==> config.mk <==
export PLATFORM = sky130hd
export DESIGN_NAME = cpu_hazard_ctrl
export DESIGN_NICKNAME = d
export VERILOG_FILES = /design/src/rtl/cpu_hazard_ctrl.sv
export SDC_FILE = /design/constraint.sdc
export NUM_CORES = 1
export LEC_CHECK = 0
export BUFFER_PORTS_ARGS = -buffer_cell sky130_fd_sc_hd__buf_2
export CAP_MARGIN = 20
export CORE_UTILIZATION = 47
export DETAILED_ROUTE_END_ITERATION = 8
export GPL_ROUTABILITY_DRIVEN = 0
export PLACE_DENSITY_LB_ADDON = 0.2
export SLEW_MARGIN = 20
export SYNTH_ARGS = -nofsm -noshare
export SYNTH_HDL_FRONTEND = slang
export SYNTH_HIERARCHICAL = 1
export SYNTH_SLANG_ARGS = --single-unit
==> constraint.sdc <==
create_clock -name clk -period 2.1 [get_ports clk]
set_input_delay 0.315 -clock clk [delete_from_list [all_inputs] [get_ports clk]]
set_output_delay 0.315 -clock clk [all_outputs]
set_load 0.02 [all_outputs]
==> src/rtl/cpu_hazard_ctrl.sv <==
// Decode-side hazard controller: scoreboard of in-flight destinations, RAW stall or
// bypass select, counter-based jump/branch stall and a saturating stall-cycle counter.

module cpu_hazard_match #(
  parameter int REG_W       = 4,
  parameter int ZERO_REG_HW = 0
) (
  input  logic             valid,
  input  logic [REG_W-1:0] dst,
  input  logic [REG_W-1:0] src,
  input  logic             src_en,
  output logic             hit
);
  assign hit = src_en & valid & (dst == src) & ~((ZERO_REG_HW != 0) && (src == '0));
endmodule

module cpu_hazard_ctrl #(
  parameter int NUM_REGS        = 16,
  parameter int PIPE_DEPTH      = 3,
  parameter int JB_FLUSH_CYCLES = 2,
  parameter int FWD_EN          = 0,
  parameter int ZERO_REG_HW     = 0,
  localparam int REG_W          = $clog2(NUM_REGS),
  localparam int FW_W           = $clog2(PIPE_DEPTH + 1)
) (
  input  logic             clk,
  input  logic             rst,
  input  logic             id_valid,
  input  logic [REG_W-1:0] id_src_a,
  input  logic [REG_W-1:0] id_src_b,
  input  logic             id_src_a_en,
  input  logic             id_src_b_en,
  input  logic [REG_W-1:0] id_dst,
  input  logic             id_dst_en,
  input  logic             id_is_load,
  input  logic             id_is_jb,
  input  logic             br_resolve,
  input  logic             flush,
  output logic             rw_stall,
  output logic             jb_stall,
  output logic             stall,
  output logic [FW_W-1:0]  fwd_a,
  output logic [FW_W-1:0]  fwd_b,
  output logic [15:0]      stall_cnt
);
  localparam bit FWD_MODE = (FWD_EN != 0);
  localparam int JB_W = (JB_FLUSH_CYCLES > 0) ? $clog2(JB_FLUSH_CYCLES + 1) : 1;
  localparam logic [JB_W-1:0] JB_LOAD = JB_W'(JB_FLUSH_CYCLES);

  typedef struct packed {
    logic             valid;
    logic [REG_W-1:0] dst;
  } entry_t;

  entry_t [PIPE_DEPTH-1:0] ent;
  // Only the youngest entry's load flag can ever cause a load-use stall.
  logic                    ld0;
  logic [PIPE_DEPTH-1:0]   hit_a, hit_b;
  logic [FW_W-1:0]         idx_a, idx_b;
  logic [JB_W-1:0]         jb_cnt;
  logic                    issue, load_use;

  for (genvar g = 0; g < PIPE_DEPTH; g++) begin : g_ent
    cpu_hazard_match #(.REG_W(REG_W), .ZERO_REG_HW(ZERO_REG_HW)) u_ma (
      .valid(ent[g].valid), .dst(ent[g].dst), .src(id_src_a), .src_en(id_src_a_en), .hit(hit_a[g]));
    cpu_hazard_match #(.REG_W(REG_W), .ZERO_REG_HW(ZERO_REG_HW)) u_mb (
      .valid(ent[g].valid), .dst(ent[g].dst), .src(id_src_b), .src_en(id_src_b_en), .hit(hit_b[g]));
  end

  // Scan oldest to youngest so the youngest hit overwrites.
  always_comb begin
    idx_a = '0;
    idx_b = '0;
    for (int i = PIPE_DEPTH - 1; i >= 0; i--) begin
      if (hit_a[i]) idx_a = FW_W'(i + 1);
      if (hit_b[i]) idx_b = FW_W'(i + 1);
    end
  end

  assign load_use = (hit_a[0] | hit_b[0]) & ld0;
  assign rw_stall = id_valid & (FWD_MODE ? load_use : ((|hit_a) | (|hit_b)));
  assign jb_stall = (jb_cnt != '0);
  assign stall    = rw_stall | jb_stall;
  assign fwd_a    = FWD_MODE ? idx_a : '0;
  assign fwd_b    = FWD_MODE ? idx_b : '0;
  assign issue    = id_valid & ~stall & ~flush;

  always_ff @(posedge clk) begin
    if (rst) begin
      ent <= '0;
      ld0 <= 1'b0;
    end else begin
      ent[0].valid <= issue & id_dst_en;
      ent[0].dst   <= id_dst;
      ld0          <= issue & id_dst_en & id_is_load;
      // flush kills the instruction currently in stage 0 as it moves on
      for (int i = 1; i < PIPE_DEPTH; i++)
        ent[i] <= (i == 1 && flush) ? '0 : ent[i-1];
    end
  end

  always_ff @(posedge clk) begin
    if (rst)                       jb_cnt <= '0;
    else if (issue && id_is_jb)    jb_cnt <= JB_LOAD;
    else if (br_resolve || flush)  jb_cnt <= '0;
    else if (jb_cnt != '0)         jb_cnt <= jb_cnt - JB_W'(1);
  end

  always_ff @(posedge clk) begin
    if (rst)                                   stall_cnt <= '0;
    else if (stall && id_valid && !(&stall_cnt)) stall_cnt <= stall_cnt + 16'd1;
  end
endmodule
# Yosys cells after proc, flatten, opt, wreduce, memory -nomap -nowiden
# Cells that the tools add are included.
classes:
  n_eq_ne: 6
  div_mod_pow: 0
  magnitude_cmp: 0
  bitwise: 20
  reduce_logical: 12
  multipliers: 0
  add_sub_neg: 2
  shift: 0
  mux: 3
ops:
  columns: ["operator", "count"]
  rows:
  - ["4-bit equality test", 6]
  - ["16-bit by 1-bit adder with 16-bit output, second input constant", 1]
  - ["1-bit bitwise AND", 16]
  - ["16-bit AND reduction", 1]
  - ["3-bit OR reduction", 3]
  - ["2-bit 2-to-1 mux", 3]
  - ["1-bit logical AND", 3]
  - ["3-bit nonzero test", 1]
  - ["1-bit inverter", 2]
  - ["1-bit bitwise OR", 2]
  - ["2-bit nonzero test", 1]
  - ["2-bit OR reduction", 1]
  - ["2-bit by 1-bit subtractor with 2-bit output, second input constant", 1]
  - ["1-bit logical NOT", 1]
  - ["1-bit logical OR", 1]
word_totals:
  regBits: 33
  mem_bits_ro: 0
  latch_bits: 0
  inputBits: 22
  mem_bits_rw: 0
  wordCells: 52
  mem_count: 0

# Logic depth before layout (Yosys ltp)
# Gate-level depths: netlist (run 1).
depth:
  depth_word: 11
  mapped_depth: 9
  mapped_depth_nobuf: 7

# Cells and area by module
# Netlist (run 1), hierarchy kept.
by_module_without_submodules:
  columns: ["module", "n_inst", "seq_area_each_um2", "cells_per_inst", "area_each_um2"]
  rows:
  - ["cpu_hazard_ctrl", 1, 660.6, 146, 1413.9]
  - ["cpu_hazard_match", 6, 0.0, 8, 58.8]

# Least setup slack after synthesis (run 1)
# Ideal clock, no wire load.
synth_timing:
  path_type: "flip-flop to output port"
  from: "register, netlist name ent[6]"
  to: "output port stall"
  t_required_ps: 1785
  t_arrival_ps: 1943
  path_slack_ps: -158
  stages_incl_launch_ff: 8
  cell_sequence: "dfxtp_1 -> inv_1 -> o211ai_1 -> nor4b_2 -> or4_1 -> buf_2 -> o31a_1 -> or2_2"
synth_between:
  elab_chain_len: 6
  word_cells_on_any_way: 9
  cone_classes: "eq/ne (2); bitwise (5); reduce/logical (2)"
synth_rtl:
  columns: ["item", "line_no", "source"]
  rows:
  - ["4-bit equality test", "14", "assign hit = src_en & valid & (dst == src) & ~((ZERO_REG_HW != 0) && (src == '0));"]
  - ["1-bit bitwise AND", "14", null]
  - ["via hit_a[1]", "58", "logic [PIPE_DEPTH-1:0] hit_a, hit_b;"]
  - ["3-bit OR reduction", "81", "assign rw_stall = id_valid & (FWD_MODE ? load_use : ((|hit_a) | (|hit_b)));"]
  - ["1-bit bitwise OR", "81", null]
  - ["1-bit bitwise AND", "81", null]
  - ["via rw_stall", "39", "output logic rw_stall,"]
  - ["1-bit bitwise OR", "83", "assign stall = rw_stall | jb_stall;"]
  - ["end: declaration", "41", "output logic stall,"]
# The timed path passes the listed nets, and every way through them passes these cells.

# Final worst setup path (run 1)
layout_timing:
  from: "register, netlist name ent[5]"
  to: "output port stall"
layout_between:
  elab_chain_len: 6
  word_cells_on_any_way: 9
  cone_classes: "eq/ne (2); bitwise (5); reduce/logical (2)"
layout_rtl:
  columns: ["item", "line_no"]
  rows:
  - ["4-bit equality test", "14"]
  - ["1-bit bitwise AND", "14"]
  - ["via hit_b[1]", "58"]
  - ["3-bit OR reduction", "81"]
  - ["1-bit bitwise OR", "81"]
  - ["1-bit bitwise AND", "81"]
  - ["1-bit bitwise OR", "83"]
# The timed path passes the listed nets, and every way through them passes these cells.

==> impl_metrics.toml, run 1 <==
[outcome]
outcome = "finished, violations left"
violations = "negative setup slack"

[power_and_ir_drop]
p_comb_share_pct = 9.3
seqPwrFrac_pct = 53.5
cellInternalPower_uw = 914
vdd_drop_max_uv = 388
switching_share_pct = 24.3
p_sw_uw = 293
clkPwrFrac_pct = 37.2
p_per_area_mw_per_mm2 = 534
design_power_total_mw = 1.21
leakagePower_nw = 0.900

[critical_path]
crit_chain = "inv_1 > a222oi_1 > nor4b_2 > or4_4 > o31a_1 > or2_4 > buf_6"
required_ns = 1.78
r2r-start = "ent[6]"
critical_path_arrival_ns = 2.13
r2r_slack_ns = -0.16
slowest_delay_ns = 0.55
worstRegToRegCells = 9
reg2reg_to = "stall_cnt[5]"
startpoint_type = "flip-flop"
worst-path-max-fanout = 3
critical-path-slowest-cell = "or4_4"
crit_path_end_kind = "output pin"
critical_path_class = "reg2out"

[die]
dieArea_mm2 = 0.00401
initial_utilization_pct = 50.9
core_mm2 = 0.00347
dieWidth_um = 63.3
io_pins = 45
rows = 21
die_h_um = 63.3

[global_route]
grt_pass1_vias = 1468
grt_max_degree = 19
antenna_found_initial = 0
gr-total-overflow = 0
grt_pass1_wl_um = 6780
track_usage_pct = 21.5

[sta]
hold_viol = 0
setup_violations = 12
min_period_ns = 2.45
finClkSkew_ns = 0.00989
clock.fmax_mhz = 408
rsz0062_at_grt = "true"
setup_ws_ns = -0.349
period_share_pct = 117
final_max_slew_viol_count = 0

[routing]
vias_per_cell = 5.58
wl_um = 4000
dr.pass1.iters = 4
ant_nets = 0
wl_per_cell_um = 13.7
drtIter0Drc = 109
vias = 1629
remaining_drc_errors = 0

[place]
placed_cell_area_mm2 = 0.00204
io_buffers = 39
dp_slack_ns = -0.228
hpwl_um = 2830

[clock_network]
cts_tree = "yes"
insertion_delay_ns = 0.29
htree_levels = 2
numCtsBuffers = 5
cts.clk_slew.worst_paths_ns = 0.07
ctsLongestPathBuffers = 2
cts.sinks = 33
root_buffer = "clkbuf_8"

[synth]
synthFlopType = "dfxtp_1"
synthTopCellsByCount = "dfxtp_1 (33), inv_1 (23), a21oi_1 (11), nor2b_1 (11), or4_1 (10)"
yosysTopAreaCell = "dfxtp_1"
synth.ff_latch_count = 33
synth_area_leaders = "dfxtp_1 (37%), nor4b_2 (5.1%), inv_1 (4.9%), or4_1 (4.2%), nor2b_1 (3.9%)"
synth_edf_count = 0
synth_top_area_share_pct = 37.4
yosys_warnings = 6
syn_area_mm2 = 0.00177
synthDistinctLibCells = 42
async_flop_share_pct = 0
post-synth-top-count-cell = "dfxtp_1"
syn_inst = 194
ys_seq_area_share_pct = 37.4
synth_area_per_cell_um2 = 9.11

[cells_and_area]
drive_gt1_share_pct = 37.4
fin_area_mm2 = 0.00226
area_growth_pct = 27.9
nNetsFinal = 268
diodes = 0

[min_path]
min_to = "jb_cnt[0]"
hold_path_startpoint = "br_resolve"
whs_path_depth = 2
hold_class = "in2reg"

[run]
maxCapViolCount = 0
## metal layers
layer  wire [um]  vias up  track usage [%]
li1            -      822                -
met2        1780       48             32.5
met1        1950      754             29.5
met3         220        5             5.43
met4          48        0             7.39
met5           0        -                0
## worst max-delay path by stage
stage | depth (start not counted) | to | slack, ns | start
after floorplan | 7 | stall | -0.13 | ent[6]
after global placement | 7 | stall | -0.22 | id_src_a[1]
after detailed placement | 8 | stall_cnt[5] | -0.23 | id_src_b[1]
after CTS | 7 | stall | -0.34 | ent[6]
after global routing | 7 | stall | -0.44 | ent[1]
final | 7 | stall | -0.35 | ent[5]
## timing repair
action | in CTS | in global routing
buffers inserted | 3 | 0
setup endpoints to repair | 18 | 18
gates resized for setup | 28 | 8
cloned | 1 | 0
hold buffers | 0 | 0
pin swaps | 18 | 6
## power by group through the flow
stage	logic, mW	clock network, mW	registers, mW
finish	0.113	0.449	0.646
global route	0.123	0.500	0.647
floorplan	0.0668	0	0.656
detailed placement	0.102	0	0.658
CTS	0.110	0.463	0.645
global placement	0.101	0	0.658
## area by class of cell
type / instances / area (um^2)
clock buffer: 6 / 72.6
clock inverter: 2 / 10.0
fill: 304 / 1210
inverter: 23 / 86.3
multi-input combinational: 131 / 1050
sequential: 33 / 671
tap: 46 / 57.6
timing repair buffer: 51 / 309
## layout by cell type, fill, tap and decap left out, types with 3 or more instances in the layout
cell	synthesis	layout
nand2_1	5	5
xor2_1	6	6
clkbuf_8	0	5
buf_2	3	37
o211ai_1	6	6
o31ai_1	8	8
buf_4	4	9
buf_6	0	5
nor2_1	4	4
nand3_1	6	6
or4_4	0	3
inv_1	23	21
nor4b_2	6	6
nor2b_1	11	11
and4_1	5	5
and2_1	5	5
or4_1	10	7
o21ai_0	3	3
or3_1	3	3
a222oi_1	6	6
nand4_1	3	3
dfxtp_1	33	25
conb_1	1	4
dfxtp_2	0	8
o22ai_1	6	5
a21oi_1	11	9
## sequential cells by signal, indices dropped and copies added (netlist names)
| name | flops |
|---|---|
| stall_cnt | 16 |
| ent | 15 |
| jb_cnt | 2 |
## critical path, delay by kind of cell (launching register included)
| kind | cells | cell delay (ns) |
|---|---|---|
| simple gates | 3 | 0.96 |
| compound gates | 2 | 0.34 |
| flops | 1 | 0.33 |
| buf+inv | 2 | 0.22 |
## logic make-up (layout without fill, tap and decap cells)
family	after synthesis	count (layout)	synth area share, %
xor+xnor	6	6	2.97
mux	2	2	1.27
fa+ha+maj	1	1	0.708
other cells	1	4	0.212
buf+inv	33	82	8.07
flops	33	33	37.4
simple gates	69	69	29.1
compound gates	49	49	20.3
## metrics by stage
stage	util [%]	TNS (ns)	instances	hold slack [ns]
2_1_floorplan	-	-0.127	197	0.393
3_3_place_gp	58.9	-2.73	281	0.467
3_5_place_dp	58.9	-2.88	281	0.471
4_1_cts	64.7	-1.85	293	0.197
5_1_grt	65.2	-3.70	292	0.203
6_report	65.2	-1.59	292	0.208
No activity file was read; power rests on OpenSTA's default activity.
==> run 2: changes to the inputs <==
- ABC_AREA: default -> 1
- CORE_UTILIZATION: 47 -> 48
- SYNTH_HIERARCHICAL: 1 -> default
==> run 2 against run 1 <==
Effect of this change: the run now ends clean; die area up 7.8%; clock-buffer cell count is 1 higher; register-to-register slack improved by 0.35 ns; first-iteration DRC count is 17% lower; sequential power is essentially flat; cell area up 1.4%; combinational power up 16%; cell count up 34%; routed wire length up 7.5%; synthesized cell count up 53%.
==> impl_metrics.toml, run 2 <==
[cells_and_area]
nNetsFinal = 364
largestRegisters = "stall_cnt: 16 flops, ent: 15 flops, jb_cnt: 2 flops"
layout_commonest_cell = "nand2_1"
drive_gt1_share_pct = 24.0
fillCellCount = 382
regMostFlops = "stall_cnt"
diodes = 0
area_growth_pct = 17.6
fin_area_mm2 = 0.00229
largest_reg_flops = 16
mostFrequentLayoutCells = "nand2_1 (86), nor2_1 (39), buf_2 (39)"

[power_and_ir_drop]
leakagePower_nw = 1.08
cellInternalPower_uw = 977
p_comb_share_pct = 10.1
switching_share_pct = 24.8
p_sw_uw = 323
p_per_area_mw_per_mm2 = 567
clkPwrFrac_pct = 40.4
vdd_drop_max_uv = 388
seqPwrFrac_pct = 49.5

[critical_path]
critical_path_class = "reg2out"
crit_chain = "inv_2 > nand2_1 > nand3_1 > nor2_1 > nand2_1 > nand2_1 > nor2_1 > nand2_1 > nand2_2 > nand2_8 > buf_2"
r2r_slack_ns = 0.19
worstRegToRegCells = 9
worstSetupEndpoint = "stall"
cpMostUsedCell = "nand2_1"
worst-path-max-fanout = 10
required_ns = 1.78
cp-startpoint = "ent[0]"
startpoint_type = "flip-flop"
reg2reg_to = "stall_cnt[5]"
slowest_delay_ns = 0.39
critical-path-slowest-cell = "dfxtp_1"
critical_path_arrival_ns = 1.60
crit_path_end_kind = "output pin"
r2r-start = "stall_cnt[0]"

[synth]
syn_inst = 297
yosys_warnings = 0
synthDistinctLibCells = 30
post-synth-top-count-cell = "nand2_1"
synth.ff_latch_count = 33
async_flop_share_pct = 0
synthFlopType = "dfxtp_1"
synth_edf_count = 0
syn_area_mm2 = 0.00195
synthTopCellsByCount = "nand2_1 (86), nor2_1 (39), dfxtp_1 (33), nand3_1 (30), inv_1 (29)"
yosysTopAreaCell = "dfxtp_1"
synth_area_per_cell_um2 = 6.56
synth_area_leaders = "dfxtp_1 (34%), nand2_1 (17%), nand3_1 (7.7%), nor2_1 (7.5%), inv_1 (5.6%)"
synth_top_area_share_pct = 33.9
ys_seq_area_share_pct = 33.9

[clock_network]
insertion_delay_ns = 0.29
htree_levels = 2
holdBufCountCts = 0
root_buffer = "clkbuf_8"
cts.sinks = 33
cts_tree = "yes"
numCtsBuffers = 5
ctsLongestPathBuffers = 2
cts.clk_slew.worst_paths_ns = 0.06

[run]
maxCapViolCount = 0

[sta]
setup_violations = 0
hold_viol = 0
rsz0062_at_grt = "false"
tns_ns = 0
clock.fmax_mhz = 523
finClkSkew_ns = 0.00690
final_max_slew_viol_count = 0
min_period_ns = 1.91
period_share_pct = 91.1

[global_route]
antenna_found_initial = 0
gr-total-overflow = 0
grt_pass1_wl_um = 7030
track_usage_pct = 21.5
grt_max_degree = 19
grt_pass1_vias = 1695

[routing]
vias = 1893
vias_per_cell = 4.85
ant_nets = 0
wl_per_cell_um = 11.0
dr.pass1.iters = 4
remaining_drc_errors = 0
wl_um = 4300
drtIter0Drc = 91

[die]
rows = 22
dieWidth_um = 65.7
dieArea_mm2 = 0.00432
core_mm2 = 0.00377
io_pins = 45
initial_utilization_pct = 51.7
die_h_um = 65.7

[outcome]
outcome = "completed"

[place]
io_buffers = 39
placed_cell_area_mm2 = 0.00217
hpwl_um = 3210

[min_path]
hold_class = "in2reg"
whs_path_depth = 2
[run 2: changes by cell type after synthesis, moves of 6 or more]
cell | previous run | this run
nand2_1 | 5 | 86
nor2_1 | 4 | 39
nand3_1 | 6 | 30
inv_2 | 0 | 11
nor2b_1 | 11 | 0
or4_1 | 10 | 0
a21oi_2 | 0 | 8
o31ai_1 | 8 | 0
xnor2_1 | 0 | 8
a222oi_1 | 6 | 0
inv_1 | 23 | 29
nor4b_2 | 6 | 0
o211ai_1 | 6 | 0
[run 2: metrics by stage]
stage,cells,setup slack (ns),utilization (%),hold WS (ns),total power [mW]
after floorplan,300,0.273,-,0.392,0.745
after global placement,380,0.250,57.4,0.440,0.782
after detailed placement,380,0.213,57.4,0.440,0.784
after CTS,388,0.104,60.1,0.205,1.31
after global routing,390,0.0219,60.8,0.204,1.36
final,390,0.187,60.8,0.211,1.30
[run 2: layer usage]
metal / up-vias / routed length [um] / GRT usage, % / share of wire (%)
met5: - / 0 / 0 / 0
met4: 0 / 87 / 9.78 / 2.0
met3: 7 / 208 / 5.38 / 4.8
met2: 40 / 2180 / 39.0 / 51
met1: 847 / 1830 / 22.9 / 43
li1: 999 / - / - / -
[run 2: repair_timing]
action / CTS / global route
setup endpoints to repair: 0 / 1
resized for setup: 0 / 2
buffers inserted: 0 / 2
[run 2: worst max-delay path: cells and delay by family, from the launching register on]
kind / cells / cell delay (ns)
buf+inv: 2 / 0.22
flops: 1 / 0.39
simple gates: 9 / 0.71
[run 2: worst min-delay path by stage]
stage	start	endpoint	slack [ns]
finish	br_resolve	jb_cnt[0]	0.21
global route	br_resolve	jb_cnt[0]	0.20
CTS	br_resolve	jb_cnt[0]	0.20
detailed placement	ent[9]	ent[14]	0.44
global placement	ent[9]	ent[14]	0.44
floorplan	flush	jb_cnt[0]	0.39
[run 2: area by class of cell]
type / count / area (um^2) / area share, %
repair buffers: 45 / 240 / 10.5
clock buffers: 7 / 96.3 / 4.20
flip-flops and latches: 33 / 662 / 28.9
well taps: 48 / 60.1 / 2.62
clock inverters: 1 / 5.00 / 0.218
inverters: 40 / 150 / 6.55
multi-input cells: 216 / 1080 / 47.1
[run 2: power by group through the flow]
stage	Sequential [mW]	Combinational [mW]	Clock, mW
2_1_floorplan	0.656	0.0889	0
3_3_place_gp	0.657	0.125	0
3_5_place_dp	0.657	0.127	0
4_1_cts	0.643	0.128	0.539
5_1_grt	0.644	0.146	0.573
6_report	0.643	0.131	0.525
[run 2: cell families after synthesis]
| kind of cell | synth area share, % |
|---|---|
| AO/OA/AOI/OAI | 9.76 |
| XOR/XNOR | 6.29 |
| adder cells (fa/ha/maj) | 0.642 |
| buffers and inverters | 11.8 |
| flip-flops | 33.9 |
| other | 0.192 |
| AND/OR/NAND/NOR | 37.4 |
